**src/rtl/board_port_arbiter.sv**
```systemverilog
// Single-port board RAM arbiter: display first, then the bulk clear sequencer,
// then round-robin between game port A (writer) and game port B (reader).
module board_port_arbiter #(
  parameter int W      = 10,
  parameter int H      = 20,
  parameter int KIND_W = 4,
  parameter int AW     = $clog2(W*H)
) (
  input  logic              clk,
  input  logic              reset,
  input  logic              disp_req,
  input  logic [4:0]        disp_x,
  input  logic [4:0]        disp_y,
  output logic [KIND_W-1:0] disp_kind,
  input  logic              a_req,
  input  logic              a_we,
  input  logic [4:0]        a_x,
  input  logic [4:0]        a_y,
  input  logic [KIND_W-1:0] a_wdata,
  output logic              a_gnt,
  output logic              a_rvalid,
  output logic [KIND_W-1:0] a_rdata,
  input  logic              b_req,
  input  logic              b_we,
  input  logic [4:0]        b_x,
  input  logic [4:0]        b_y,
  input  logic [KIND_W-1:0] b_wdata,
  output logic              b_gnt,
  output logic              b_rvalid,
  output logic [KIND_W-1:0] b_rdata,
  input  logic              clear_start,
  output logic              clear_busy,
  output logic              clear_done,
  output logic [AW-1:0]     ram_addr,
  output logic              ram_we,
  output logic [KIND_W-1:0] ram_wdata,
  input  logic [KIND_W-1:0] ram_rdata
);

  typedef enum logic {S_IDLE, S_RUN} clr_state_t;

  clr_state_t          r_state;
  logic [AW-1:0]       r_clr_cnt;
  logic                r_clr_done;
  logic                r_last_b;
  logic                r_d_v, r_d_oor;
  logic                r_a_rd, r_a_oor, r_b_rd, r_b_oor;
  logic                r_a_rvalid, r_b_rvalid;
  logic [KIND_W-1:0]   r_disp_kind, r_a_rdata, r_b_rdata;

  logic w_disp_in, w_disp_hit, w_busy, w_free;
  logic w_a_in, w_b_in, w_a_gnt, w_b_gnt;

  function automatic logic f_in(input logic [4:0] x, input logic [4:0] y);
    return (32'(x) < 32'(W)) && (32'(y) < 32'(H));
  endfunction

  // Truncation is harmless: out-of-range addresses never write or return data.
  function automatic logic [AW-1:0] f_addr(input logic [4:0] x, input logic [4:0] y);
    return AW'(y) * AW'(W) + AW'(x);
  endfunction

  assign w_disp_in  = f_in(disp_x, disp_y);
  assign w_disp_hit = disp_req && w_disp_in;
  assign w_busy     = (r_state == S_RUN);
  assign w_free     = !reset && !w_disp_hit && !w_busy;
  assign w_a_in     = f_in(a_x, a_y);
  assign w_b_in     = f_in(b_x, b_y);
  // r_last_b=1 means B was granted last, so A is favoured on a tie.
  assign w_a_gnt    = w_free && a_req && (!b_req || r_last_b);
  assign w_b_gnt    = w_free && b_req && (!a_req || !r_last_b);

  assign a_gnt      = w_a_gnt;
  assign b_gnt      = w_b_gnt;
  assign clear_busy = w_busy;
  assign clear_done = r_clr_done;
  assign disp_kind  = r_disp_kind;
  assign a_rvalid   = r_a_rvalid;
  assign a_rdata    = r_a_rdata;
  assign b_rvalid   = r_b_rvalid;
  assign b_rdata    = r_b_rdata;

  always_comb begin
    ram_addr  = '0;
    ram_we    = 1'b0;
    ram_wdata = '0;
    if (w_disp_hit) begin
      ram_addr = f_addr(disp_x, disp_y);
    end else if (w_busy) begin
      ram_addr = r_clr_cnt;
      ram_we   = 1'b1;
    end else if (w_a_gnt) begin
      ram_addr  = f_addr(a_x, a_y);
      ram_we    = a_we && w_a_in;
      ram_wdata = a_wdata;
    end else if (w_b_gnt) begin
      ram_addr  = f_addr(b_x, b_y);
      ram_we    = b_we && w_b_in;
      ram_wdata = b_wdata;
    end
  end

  always_ff @(posedge clk or posedge reset) begin
    if (reset) begin
      r_state     <= S_IDLE;
      r_clr_cnt   <= '0;
      r_clr_done  <= 1'b0;
      r_last_b    <= 1'b1;
      r_d_v       <= 1'b0;
      r_d_oor     <= 1'b0;
      r_a_rd      <= 1'b0;
      r_a_oor     <= 1'b0;
      r_b_rd      <= 1'b0;
      r_b_oor     <= 1'b0;
      r_a_rvalid  <= 1'b0;
      r_b_rvalid  <= 1'b0;
      r_disp_kind <= '0;
      r_a_rdata   <= '0;
      r_b_rdata   <= '0;
    end else begin
      r_d_v   <= w_disp_hit;
      r_d_oor <= disp_req && !w_disp_in;
      if (r_d_v)        r_disp_kind <= ram_rdata;
      else if (r_d_oor) r_disp_kind <= '0;

      r_a_rd     <= w_a_gnt && !a_we;
      r_a_oor    <= !w_a_in;
      r_b_rd     <= w_b_gnt && !b_we;
      r_b_oor    <= !w_b_in;
      r_a_rvalid <= r_a_rd;
      r_b_rvalid <= r_b_rd;
      if (r_a_rd) r_a_rdata <= r_a_oor ? '0 : ram_rdata;
      if (r_b_rd) r_b_rdata <= r_b_oor ? '0 : ram_rdata;

      if (w_a_gnt)      r_last_b <= 1'b0;
      else if (w_b_gnt) r_last_b <= 1'b1;

      r_clr_done <= 1'b0;
      case (r_state)
        S_IDLE: begin
          if (clear_start) begin
            r_state   <= S_RUN;
            r_clr_cnt <= '0;
          end
        end
        S_RUN: begin
          // A display access steals the cycle; the counter simply waits.
          if (!w_disp_hit) begin
            if (r_clr_cnt == AW'(W*H-1)) begin
              r_state    <= S_IDLE;
              r_clr_done <= 1'b1;
            end else begin
              r_clr_cnt <= r_clr_cnt + 1'b1;
            end
          end
        end
        default: r_state <= S_IDLE;
      endcase
    end
  end

endmodule

```
**config.mk**
```make
export PLATFORM = sky130hd
export DESIGN_NAME = board_port_arbiter
export DESIGN_NICKNAME = d
export VERILOG_FILES = /design/src/rtl/board_port_arbiter.sv
export SDC_FILE = /design/constraint.sdc
export NUM_CORES = 1
export LEC_CHECK = 0
export CORE_MARGIN = 10
export CORE_UTILIZATION = 37
export CTS_BUF_LIST = sky130_fd_sc_hd__clkbuf_8
export DETAILED_ROUTE_END_ITERATION = 12
export PLACE_DENSITY = 0.66
export REMOVE_ABC_BUFFERS = 1
export SLEW_MARGIN = 20
export SYNTH_ARGS = -nofsm -noshare
export SYNTH_HDL_FRONTEND = slang
export SYNTH_SLANG_ARGS = --single-unit
export TNS_END_PERCENT = 100
```
**constraint.sdc**
```tcl
create_clock -name clk -period 8.4 [get_ports clk]
set_clock_uncertainty 0.15 [all_clocks]
set_input_delay 2.52 -clock clk [delete_from_list [all_inputs] [get_ports clk]]
set_output_delay 2.52 -clock clk [all_outputs]
set_load 0.01 [all_outputs]
```
; After elaboration in Yosys (flattened, before gate mapping)
; Cells that the tools add are included.
[totals]
ff_bits = 31
input_bits = 50
output_inout_bits = 31
word_cells = 93
[classes]
n_addsub = 4
n_mul = 3
magnitude_cmp = 6
eq_ne = 4
muxes = 29
n_bitwise = 1
reduce_logical = 31
[op_table]
columns = cell, count
row1 = $mux W8, 7
row2 = $mux W4, 8
row3 = $add A8 B5 Y8, 3
row4 = $mul A5 B3 Y7 const B, 3
row5 = $pmux W8 S2, 1
row6 = $logic_and A1 B1 Y1, 15
row7 = $lt A5 B4 Y1 const B, 3
row8 = $lt A5 B5 Y1 const B, 3
row9 = $mux W1, 12
row10 = $logic_not A1 Y1, 11
row11 = $add A8 B1 Y8 const B, 1
row12 = $eq A8 B8 Y1 const B, 1
row13 = $ne A2 B2 Y1 const B, 3
row14 = $reduce_bool A2 Y1, 2
row15 = $reduce_and A3 Y1, 1
row16 = $logic_or A1 B1 Y1, 2
row17 = $pmux W1 S2, 1
row18 = $not A1 Y1, 1

; Longest topological paths before layout
[depth]
depth_word = 12
mapped_depth = 9
ltp_nobuf = 9

; Least setup slack after synthesis
; OpenSTA, ideal clock, no wires.
[synth_path]
path_kind = input-to-output
start = input port a_y[1]
end = output port ram_addr[7]
arrival_time_ns = 4.328
t_required_ns = 5.730
setup_slack_ns = 1.402
cell_stages = 9
n_path_buf = 0
cell_sequence = ha_1 -> ha_1 -> fa_1 -> xor2_1 -> nand2_1 -> a21oi_2 -> xnor2_1 -> a221oi_1 -> o31ai_1
[synth_between]
elab_chain_len = 5
[synth_lines]
columns = item, line
row1 = "start, declared", 18  ; input logic [4:0] a_y,
row2 = $mul A5 B3 Y7, 60  ; return AW'(y) * AW'(W) + AW'(x);
row3 = $add A8 B5 Y8, 60
row4 = $mux W8, 92  ; end else if (w_a_gnt) begin
row5 = $mux W8, 89  ; end else if (w_busy) begin
row6 = $mux W8, 87  ; if (w_disp_hit) begin
row7 = "end, declared", 34  ; output logic [AW-1:0] ram_addr,
; No other way between the ends.

; Final worst setup path
[layout_path]
start = input port b_y[1]
end = output port ram_addr[6]
[layout_between]
elab_chain_len = 6
[layout_lines]
columns = item, line
row1 = "start, declared", 26  ; input logic [4:0] b_y,
row2 = $mul A5 B3 Y7, 60
row3 = $add A8 B5 Y8, 60
row4 = $mux W8, 96  ; end else if (w_b_gnt) begin
row5 = $mux W8, 92
row6 = $mux W8, 89
row7 = $mux W8, 87
; No other way between the ends.

==> metrics.md <==
| Metric | Value |
|---|---|
| Hold Path Class | flip-flop to flip-flop |
| Die area | 10610 um2 |
| Largest net degree at the start of global routing | 32 |
| Seq pwr share | 35.2% |
| CP delay by family, top | adder cells |
| Number of post-CTS setup repair buffers | 0 |
| Outcome | completed |
| RSZ-0062 raised after global routing | false |
| Worst Path Arrival | 5.44 ns |
| Switching share of total power | 34.60% |
| Post_cts resized | 0 |
| GP Congestion | 0.8729 |
| Slowest CP cell | fa_1 |
| Power share of the combinational group | 43.6% |
| Antenna Nets Post-Route | 0 |
| Post-synth top cells | ha_1, dfrtp_1, nand2_1, inv_1, o21ai_0 |
| CTS tree | yes |
| Area of the core | 6756 um2 |
| Core Rows | 30 |
| Root Driver | clkbuf_8 |
| Final wirelength | 6934 um |
| Final non-filler cell area | 3520 um2 |
| Mean area per synthesized cell | 9.168 um2 |
| Residual DRC | 0 |
| Slew margin rel. | 64.41% |
| Unique cell type count in the Yosys netlist | 44 |
| Port bufs | 80 |
| Cell count after synthesis | 278 |
| Fin crit share | 96.58% |
| Layout cells sized above 1 | 5.571% |
| Worst path depth | 10 |
| Number of global-route vias before repair | 2392 |
| Crit start category | primary input |
| Final setup vio count | 0 |
| DR vias | 2309 |
| I/O Pins | 81 |
| First-pass GRT wire length | 11210 um |
| #FFs+latches synth | 31 |
| Area growth, synth to finish | 38.10% |
| Max Cap Viol | 0 |
| Async set-or-reset flop fraction in the synthesized netlist | 100.0% |
| Slew Viols, Final | 0 |
| Starting Density | 37.72% |
| Crit Path Max Fanout | 3 |
| Crit-path cells | clkdlybuf4s50_1 -> ha_1 -> ha_1 -> fa_1 -> o21ai_0 -> nor2_1 -> xnor2_1 -> a221oi_1 -> o22ai_1 -> clkdlybuf4s50_1 |
| # nets final | 445 |
| Psw | 195.2 uW |
| M2 GR Usage | 22.43% |
| Total grt overflow | 0 |
| Final hold viol count | 0 |
| Synth top area share | 29.46% |
| Overall Global Routing Usage | 13.21% |
| Synthesized area | 2549 um2 |
| WP data required | 5.73 ns |
| Most Crowded Layer GR | met2 |
| Maximum root-to-sink buffer count | 2 |
| Die height | 103.0 um |
| Mean number of vias per cell | 5.260 |
| P_leak | 1.585 nW |
| Crit-path max cell delay | 0.54 ns |
| Fillers | 655 |
| GR Util met3 | 3.954% |
| CTS Hold Bufs | 0 |
| Die Span X | 103.0 um |
| Number of DRC markers in iteration 0 | 112 |
| Worst R2R Path Depth | 5 |
| Clock power frac | 21.2% |
| Ant diodes | 0 |
| Clock Latency Late Sink | 0.28 ns |
| Tmin final | 8.113 ns |
| Final core utilization | 52.09% |
| Area after DPL | 3428 um2 |
| Highest Clock Rate | 123.3 MHz |
| Worst slew pin tran | 0.5339 ns |
| Initial antenna violation count | 0 |
| Clk sink count | 31 |
| Final HPWL from detailed placement | 5788 um |
| CTS HTree Levels | 2 |
| Largest area contributor in the netlist | dfrtp_1 |
| Nature of the critical path endpoint | output pin |
| Met1 Usage GRT | 15.69% |
| VDD IR-drop max | 0.07109 mV |
| Cts bufs inserted | 5 |
| Sequential area share after synthesis | 30.49% |
| TritonRoute pass-1 iters | 5 |
| Reg clk slew, reported paths | 0.06 ns |
| Count leader, synth | ha_1 |
| Hold Crit Depth | 1 |
| EDFF count, synth | 0 |
| Ys flop type | dfrtp_1 |
| Critical path class | primary input to output pin |
| WP buf/inv | 2 |
| Internal power | 368.9 uW |
| Drt wl/cell | 15.79 um |
| Ranking of synthesized cells by area | dfrtp_1, ha_1, fa_1 |
| Ys Warns | 0 |
| Setup_tns | 0 ns |
| Pwr Density | 160.3 nW/um2 |
## path summary, 6_finish.rpt
check | start | end | slack (ns)
max in group asynchronous | reset | r_last_b | 5.24
min | r_b_oor | b_rdata[2] | 0.31
max reg2reg | clear_busy | r_last_b | 6.51
max | b_y[1] | ram_addr[6] | 0.29
min in group asynchronous | reset | r_b_oor | 2.54
min reg2reg | r_b_oor | b_rdata[2] | 0.31
## cell usage in the layout (no fill, tap or decap), types with 2 or more instances in the layout
cell type / instances
a21oi_1: 14
a221o_1: 5
xnor2_1: 13
o21ai_0: 17
nand2b_1: 2
xor2_1: 13
nand2_1: 25
a31oi_1: 2
o21ai_1: 10
fa_1: 6
o211ai_1: 2
inv_1: 23
buf_4: 2
nor2b_1: 7
nor2_1: 13
o22ai_1: 8
nand3_1: 5
nand3b_1: 2
a21oi_2: 2
dfrtp_1: 30
a21o_1: 7
clkbuf_8: 6
a22o_1: 6
and3_1: 7
ha_1: 31
a221oi_1: 2
clkdlybuf4s50_1: 80
## cell families (layout without fill, tap and decap cells)
logic type | count (synthesis) | count (layout) | synth area share (%)
AOI/OAI and AO/OA | 80 | 80 | 20.03
and+or+nand+nor | 71 | 71 | 15.41
adders and majority gates | 37 | 37 | 19.93
buffers and inverters | 32 | 113 | 4.811
DFF | 31 | 31 | 30.49
xor gates and xnor gates | 26 | 26 | 8.935
muxes | 1 | 1 | 0.3928
## worst register-to-register path: cells and delay by family, from the launching register on
family / cells / cell delay [ns]
DFF: 1 / 0.57
buffers and inverters: 1 / 0.45
and+or+nand+nor: 2 / 0.40
AOI/OAI and AO/OA: 2 / 0.25
## state kept, by name, indices dropped and copies added, names as in the netlist, 4 cells and up
name / cells
r_clr_cnt: 8
a_rdata: 4
b_rdata: 4
disp_kind: 4
## power groups by stage
stage	clock network [mW]	logic (mW)	registers [mW]
floorplan	0	0.150	0.195
global placement	0	0.243	0.199
detailed placement	0	0.248	0.199
CTS	0.123	0.249	0.198
global route	0.130	0.275	0.201
finish	0.119	0.246	0.199
## final cells by class
cell class | count | area [um2] | area share (%)
Clock buffer | 6 | 82.58 | 2.346
Sequential cell | 31 | 777.0 | 22.08
Timing Repair Buffer | 82 | 815.8 | 23.18
Tap cell | 80 | 100.1 | 2.844
Inverter | 23 | 86.33 | 2.453
Clock inverter | 2 | 8.758 | 0.2488
Multi-Input combinational cell | 215 | 1649 | 46.85
## layer usage
metal / up-vias / routed length, um
li1: 1145 / -
met1: 1076 / 3049
met2: 77 / 3228
met3: 11 / 546
met4: 0 / 108
met5: - / 0
## metrics by stage
stage | worst slack (ns) | hold WS [ns] | total power [mW] | cells
after global routing | 0.03388 | 0.3268 | 0.6061 | 439
after CTS | 0.2207 | 0.3191 | 0.5698 | 439
after detailed placement | 0.2241 | 0.3101 | 0.4473 | 431
after global placement | 0.3124 | 0.2930 | 0.4418 | 431
after floorplan | 1.396 | 0.2799 | 0.3444 | 269
final | 0.2874 | 0.3131 | 0.5641 | 439
No activity file was read; power rests on OpenSTA's default activity.
